`config.mk`:
```
export PLATFORM = sky130hd
export DESIGN_NAME = seq_divider
export DESIGN_NICKNAME = d
export VERILOG_FILES = /design/src/rtl/seq_divider.sv
export SDC_FILE = /design/constraint.sdc
export NUM_CORES = 1
export LEC_CHECK = 0
export BUFFER_PORTS_ARGS = -buffer_cell sky130_fd_sc_hd__buf_2
export CAP_MARGIN = 0
export CORE_MARGIN = 2
export CORE_UTILIZATION = 56
export CTS_CLUSTER_SIZE = 20
export DETAILED_ROUTE_END_ITERATION = 10
export PLACE_DENSITY_LB_ADDON = 0.05
export SLEW_MARGIN = 0
export SYNTH_ARGS = -nofsm -noshare
export SYNTH_HDL_FRONTEND = slang
export SYNTH_SLANG_ARGS = --single-unit
```
`constraint.sdc`:
```
create_clock -name clk -period 2.4 [get_ports clk]
set_input_delay 0.12 -clock clk [delete_from_list [all_inputs] [get_ports clk]]
set_output_delay 0.12 -clock clk [all_outputs]
set_load 0.01 [all_outputs]
```
`src/rtl/seq_divider.sv`:
```
// Sequential unsigned restoring divider: one quotient bit per clock, start/done handshake.
// Divide-by-zero completes in one clock with quotient all ones and remainder = dividend.
module seq_divider #(
    parameter int unsigned WIDTH = 4
) (
    input  logic             clk,
    input  logic             rst,
    input  logic             start,
    input  logic [WIDTH-1:0] dividend,
    input  logic [WIDTH-1:0] divisor,
    output logic [WIDTH-1:0] quotient,
    output logic [WIDTH-1:0] remainder,
    output logic             busy,
    output logic             done,
    output logic             div_by_zero
);

    localparam int unsigned CW = $clog2(WIDTH + 1);

    typedef enum logic [1:0] {
        IDLE,
        CALC,
        DONE
    } state_e;

    state_e           state_q;
    logic [WIDTH:0]   rem_q;
    logic [WIDTH:0]   rem_shift;
    logic [WIDTH:0]   rem_d;
    logic [WIDTH-1:0] q_q;
    logic [WIDTH-1:0] q_d;
    logic [WIDTH-1:0] dvs_q;
    logic [CW-1:0]    cnt_q;

    // One restoring step: shift {rem, q} left, subtract divisor when it fits.
    always_comb begin
        rem_shift = (rem_q << 1) | (WIDTH + 1)'(q_q[WIDTH-1]);
        rem_d     = rem_shift;
        q_d       = {q_q[WIDTH-2:0], 1'b0};
        if (rem_shift >= {1'b0, dvs_q}) begin
            rem_d = rem_shift - {1'b0, dvs_q};
            q_d   = {q_q[WIDTH-2:0], 1'b1};
        end
    end

    always_ff @(posedge clk) begin
        if (rst) begin
            state_q     <= IDLE;
            quotient    <= '0;
            remainder   <= '0;
            busy        <= 1'b0;
            done        <= 1'b0;
            div_by_zero <= 1'b0;
            cnt_q       <= '0;
            rem_q       <= '0;
            q_q         <= '0;
            dvs_q       <= '0;
        end else begin
            case (state_q)
                IDLE: begin
                    done <= 1'b0;
                    if (start) begin
                        if (divisor == '0) begin
                            quotient    <= '1;
                            remainder   <= dividend;
                            div_by_zero <= 1'b1;
                            done        <= 1'b1;
                            state_q     <= DONE;
                        end else begin
                            dvs_q       <= divisor;
                            q_q         <= dividend;
                            rem_q       <= '0;
                            cnt_q       <= CW'(WIDTH);
                            div_by_zero <= 1'b0;
                            busy        <= 1'b1;
                            state_q     <= CALC;
                        end
                    end
                end
                CALC: begin
                    rem_q <= rem_d;
                    q_q   <= q_d;
                    cnt_q <= cnt_q - CW'(1);
                    if (cnt_q == CW'(1)) begin
                        quotient  <= q_d;
                        remainder <= rem_d[WIDTH-1:0];
                        done      <= 1'b1;
                        busy      <= 1'b0;
                        state_q   <= DONE;
                    end
                end
                DONE: begin
                    done    <= 1'b0;
                    state_q <= IDLE;
                end
                default: begin
                    state_q <= IDLE;
                end
            endcase
        end
    end

endmodule

```
==> results_dict.tcl, run 1 <==
set metrics [dict create \
    grt_use_total_pct 21.3 \
    clock_latency_ns 0.33 \
    io_buffer_count 21 \
    wl_per_cell_um 14.0 \
    firstDrtPassIters 4 \
    report.final.setup_viol 0 \
    cp-start-kind "flop" \
    synth_compound_area_share_pct 24.4 \
    critical_path_class "flop to flop" \
    floorplan.initialDensity_pct 57.8 \
    maxSlewViolCount 0 \
    syn_inst 177 \
    wl_mm 3.22 \
    rr_worst_depth 7 \
    crit_arrival_ns 2.16 \
    ys_seq_area_share_pct 36.1 \
    async_flop_share_pct 0 \
    synth_most_common_cell "dfxtp_1" \
    pwr_density_cell_nw_per_um2 808 \
    die-area_um2 3210 \
    cts-root-buf "clkbuf_4" \
    cts_tree "built" \
    core_area_um2 2690 \
    antenna_found_initial 0 \
    fin_ws_ns 0.441 \
    first_global_vias 1269 \
    area_delta_synth_final_pct 12.7 \
    ctsLongestPathBuffers 2 \
    drive_above_1_share_pct 21.6 \
    synth_top_family_by_area "compound AO/OA/AOI/OAI gates" \
    synth-edff-count 0 \
    synth_ff_type "dfxtp_1" \
    ios 22 \
    min_period_over_period_pct 81.6 \
    fmax_mhz 510 \
    final-hold-violation-count 0 \
    crit_slowest_cell "a2111oi_0" \
    min_path_cells 3 \
    p_total_w 0.00141 \
    dp_slack_ns 0.474 \
    drc 0 \
    synthAdderAreaFrac_pct 8.55 \
    max_stage_delay_ns 0.49 \
    place_congestion 0.841 \
    skew_ns 0.0134 \
    cts_resized 0 \
    crit_fanout 3 \
    routed.top_layer "met4" \
    drtIter0Drc 33 \
    grt_pass1_wl_mm 5.45 \
    cts_sinks 28 \
    avgSynthCellArea_um2 8.77 \
    status "complete, no violations" \
    avgViaCountPerCell 5.81 \
    path_delay_family "compound AO/OA/AOI/OAI gates" \
    chipHeight_um 56.6 \
    nets 221 \
    yosys_warnings 0 \
    slew_headroom_pct 61.6 \
    synth_xor_area_share_pct 0.565 \
    synth.area.top_cells "dfxtp_1 (36%), ha_1 (7.3%), mux2i_1 (5.8%)" \
    n_antenna_cell 0 \
    dr_wl_met2_mm 1.54 \
    finalCriticalPeriod_ns 1.96 \
    hp-start "divisor[0]" \
    vdd_ir_drop_max_mv 0.469 \
    rsz0062_at_grt "false" \
    dr_wl_met3_um 113 \
    cts_setup_buffers 0 \
    dieWidth_um 56.6 \
    cts_buffers 3 \
    synth_cell_type_count 46 \
    h-tree-depth 1 \
    wl_met1_mm 1.51 \
    yosys.area.top_type "dfxtp_1" \
    r2r_start "q_q[3]$_SDFFE_PP0P_" \
    synthTopCellsByCount "dfxtp_1 (28), nor2_1 (22), inv_1 (12)" \
    r2r_slack_ns 0.44 \
    hold_end "dvs_q[0]$_SDFFE_PP0P_" \
    setup_tns_ns 0 \
    drv_cap 0 \
    grt-ovfl-total 0 \
    r2r-end "rem_q[3]$_SDFFE_PP0P_" \
    crit_chain "inv_1, ha_1, nor3b_1, o21bai_1, a2111oi_0, a211o_1, o32ai_1" \
    num_vias 1336 \
    synth_mux_area_share_pct 6.53 \
    synth_nets 198 \
    critical_path_required_ns 2.60 \
    fillers 243 \
    netlist_area_um2 1550 \
    dp_hpwl_mm 2.46 \
    p_leak_nw 0.728 \
    worstHoldPathType "primary input to flop" \
    holdBufCountCts 0 \
    core.rowCount 19 \
    crit_path_end_kind "flop" \
    ys_ff_latch 28 \
    worst_slew_pin_slew_ns 0.576 \
    cts.clk_slew.worst_paths_ns 0.16 \
    final_antenna_net_count 0 \
    yosysTopAreaCellShare_pct 36.1 \
    grt_start_max_net_pins 31 \
    worst-path-buf-inv 1 \
    final_util_pct 65.1 \
    synth-simple-area-share_pct 18.6 \
]
metal layers:
layer  track usage (%)  vias to the layer above
met4              7.48                        0
met3              2.76                        6
met5                 0                        -
met1              26.7                      624
met2              37.0                       27
li1                  -                      679
worst max path at each step:
stage                                     start                   endpoint  slack [ns]  cells past startpoint
after CTS                   q_q[3]$_SDFFE_PP0P_      rem_q[3]$_SDFFE_PP0P_        0.44                      7
after floorplan           dvs_q[1]$_SDFFE_PP0P_      rem_q[2]$_SDFFE_PP0P_        0.62                      7
final                       q_q[3]$_SDFFE_PP0P_      rem_q[3]$_SDFFE_PP0P_        0.44                      7
after detailed placement    q_q[3]$_SDFFE_PP0P_      rem_q[3]$_SDFFE_PP0P_        0.47                      7
after global routing        q_q[3]$_SDFFE_PP0P_  remainder[3]$_SDFFE_PP0P_        0.33                      7
after global placement    dvs_q[1]$_SDFFE_PP0P_  remainder[0]$_SDFFE_PP0P_        0.56                      7
cell type report:
cell class	count	area, µm²	share of cell area, %
repair buffers	26	143	8.15
well taps	31	38.8	2.22
clock inverters	1	30.0	1.72
inverters	12	45.0	2.58
flip-flops and latches	28	561	32.0
clock buffers	3	22.5	1.29
multi-input cells	129	910	52.0
state kept, by name, indices dropped and copies added, names as in the netlist, 2 cells and up:
register,count
state_q,2
remainder,4
q_q,4
rem_q,4
cnt_q,3
quotient,4
dvs_q,4
worst min-delay path: stages:
cell	delay, ns
buf_2	0.10
mux2i_1	0.07
nor2_1	0.07
report_power, final:
part,internal [W],total [W],switching (W),leakage [nW]
sequential,0.000525,0.000568,0.0000431,0.229
combinational,0.000227,0.000539,0.000312,0.471
clock,0.000169,0.000306,0.000137,0.0279
total,0.000921,0.00141,0.000492,0.728
metrics by stage:
| step | instances | area, µm² | hold slack [ns] |
|---|---|---|---|
| floorplan | 177 | 1550 | 0.267 |
| global placement | 226 | 1700 | 0.399 |
| detailed placement | 226 | 1700 | 0.412 |
| CTS | 230 | 1750 | 0.0712 |
| global route | 230 | 1750 | 0.0809 |
| finish | 230 | 1750 | 0.0739 |
kinds of logic after synthesis:
| group | after synthesis |
|---|---|
| AND/OR/NAND/NOR | 58 |
| AO/OA/AOI/OAI | 50 |
| flip-flops | 28 |
| buffers and inverters | 20 |
| multiplexers | 10 |
| adder cells (fa/ha/maj) | 10 |
| XOR/XNOR | 1 |
cells in the final DEF (no fill, tap or decap), types with 2 or more instances in the layout:
cell type and count:
dfxtp_1 28, clkbuf_4 3, nand2_1 8, ha_1 9
o21ai_2 3, nand2b_1 3, a211oi_2 3, o21ai_0 10
a211oi_1 6, inv_1 12, a21oi_1 8, nor2_1 22
buf_4 5, nor2b_1 7, a311oi_1 2, nor3_1 10
o21a_2 2, o21a_1 2, mux2i_1 9, buf_2 21
Note: power is estimated with default switching activity, not from simulation.
==> run 2, diff against run 1 <==
==> constraint.sdc (replaced) <==
create_clock -name clk -period 1.86 [get_ports clk]
set_input_delay 0.093 -clock clk [delete_from_list [all_inputs] [get_ports clk]]
set_output_delay 0.093 -clock clk [all_outputs]
set_load 0.01 [all_outputs]
==> results_dict.tcl, run 2 (synthesized netlist as in run 1, its figures left out) <==
set metrics [dict create \
    fillers 209 \
    cts_buffers 3 \
    fin_ws_ns -0.0158 \
    drive_above_1_share_pct 36.0 \
    max_stage_delay_ns 0.52 \
    report.final.setup_viol 1 \
    finalCriticalPeriod_ns 1.88 \
    grt-ovfl-total 0 \
    crit_start "dvs_q[3]$_SDFFE_PP0P_" \
    r2r_slack_ns -0.02 \
    hp-start "divisor[2]" \
    final_antenna_net_count 0 \
    num_vias 1386 \
    grt_use_total_pct 23.1 \
    drtIter0Drc 52 \
    min_period_over_period_pct 101 \
    crit_arrival_ns 2.14 \
    cts_sinks 28 \
    cts-root-buf "clkbuf_4" \
    p_leak_nw 0.807 \
    final_cells 242 \
    core_area_um2 2690 \
    drc 0 \
    maxSlewViolCount 0 \
    first_global_vias 1366 \
    rsz0062_at_grt "true" \
    ctsLongestPathBuffers 2 \
    holdBufCountCts 0 \
    final-hold-violation-count 0 \
    crit_path_end_kind "flop" \
    final_util_pct 72.2 \
    n_antenna_cell 0 \
    grt_pass1_wl_mm 5.84 \
    ios 22 \
    critical_path_required_ns 2.12 \
    crit_fanout 4 \
    io_buffer_count 21 \
    crit_slowest_cell "or4_4" \
    dp_hpwl_mm 2.52 \
    wl_per_cell_um 15.0 \
    crit_chain "inv_2, ha_4, or4_4, a21oi_4, buf_6, o21a_4, o21ai_4, a311oi_2" \
    worstHoldPathType "primary input to flop" \
    dp_slack_ns -0.0102 \
    h-tree-depth 1 \
    violations "setup timing" \
    slew_headroom_pct 60.3 \
    dieWidth_um 56.6 \
    path_delay_family "compound AO/OA/AOI/OAI gates" \
    chipHeight_um 56.6 \
    pwr_density_cell_nw_per_um2 1060 \
    skew_ns 0.00408 \
    cp-start-kind "flop" \
    area_delta_synth_final_pct 25.1 \
    clock_latency_ns 0.33 \
    status "complete, but fails checks" \
    vdd_ir_drop_max_mv 0.706 \
    critical_path_class "flop to flop" \
    die-area_um2 3210 \
    mostFrequentLayoutCells "dfxtp_1 (23), nor2_1 (22), buf_2 (21), buf_4 (16)" \
    drv_cap 0 \
    mostFrequentLayoutCell "dfxtp_1" \
    fmax_mhz 533 \
    placed_cells 231 \
    avgViaCountPerCell 5.73 \
    r2r_start "dvs_q[3]$_SDFFE_PP0P_" \
    place_congestion 0.861 \
    worst-path-buf-inv 2 \
    wl_mm 3.63 \
    antenna_found_initial 0 \
    core.rowCount 19 \
    worst_slew_pin_slew_ns 0.595 \
    firstDrtPassIters 4 \
    cts_tree "built" \
    nets 233 \
    grt_start_max_net_pins 31 \
    floorplan.initialDensity_pct 57.8 \
    cts.clk_slew.worst_paths_ns 0.16 \
]
-- run 2: cell types whose count changed in the layout (fill, tap and decap cells not counted), sizes merged --
cell / delta
buf: +12
-- run 2: path summary, 6_finish.rpt --
path	endpoint	cells after the start
setup reg to reg	remainder[0]$_SDFFE_PP0P_	8
setup / recovery	remainder[0]$_SDFFE_PP0P_	8
hold reg to reg	div_by_zero$_SDFFE_PP0P_	2
hold / removal	dvs_q[2]$_SDFFE_PP0P_	3
-- run 2: per-stage QoR --
stage                     area, µm²  hold WS (ns)  TNS [ns]  power [W]
after detailed placement       1730         0.382   -0.0102    0.00147
after CTS                      1830        0.0310   -0.0174    0.00191
after global routing           1940        0.0614    -0.332    0.00216
after floorplan                1550         0.240         0    0.00127
final                          1940        0.0268   -0.0158    0.00206
after global placement         1730         0.367         0    0.00144
-- run 2: final cells by class --
type	count	area (µm²)	share of cell area [%]
Clock buffer	3	22.5	1.16
Clock inverter	1	30.0	1.55
Inverter	12	45.0	2.32
Multi-Input combinational cell	129	1000	51.6
Sequential cell	28	567	29.2
Tap cell	31	38.8	2.00
Timing Repair Buffer	38	236	12.2
-- run 2: metal layers --
layer  vias up  share of wire, %  global-route usage, %
met5         -                 0                      0
met4         0              0.91                   9.18
met3         4               3.5                   2.76
met2        29                51                   40.4
met1       657                45                   28.8
li1        696                 -                      -
-- run 2: worst min-delay path: cells and delay by family --
family | cells | cell delay, ns
AND/OR/NAND/NOR | 1 | 0.07
buffers and inverters | 1 | 0.11
multiplexers | 1 | 0.07
-- run 2: report_power, final --
part | internal (W) | switching, W
clock | 0.000218 | 0.000191
combinational | 0.000423 | 0.000483
sequential | 0.000682 | 0.0000604
total | 0.00132 | 0.000734
-- run 2: timing repair --
item	CTS	global route
pin swaps	2	6
setup buffers	5	2
gates resized for setup	5	24
endpoints found under the setup margin	6	10
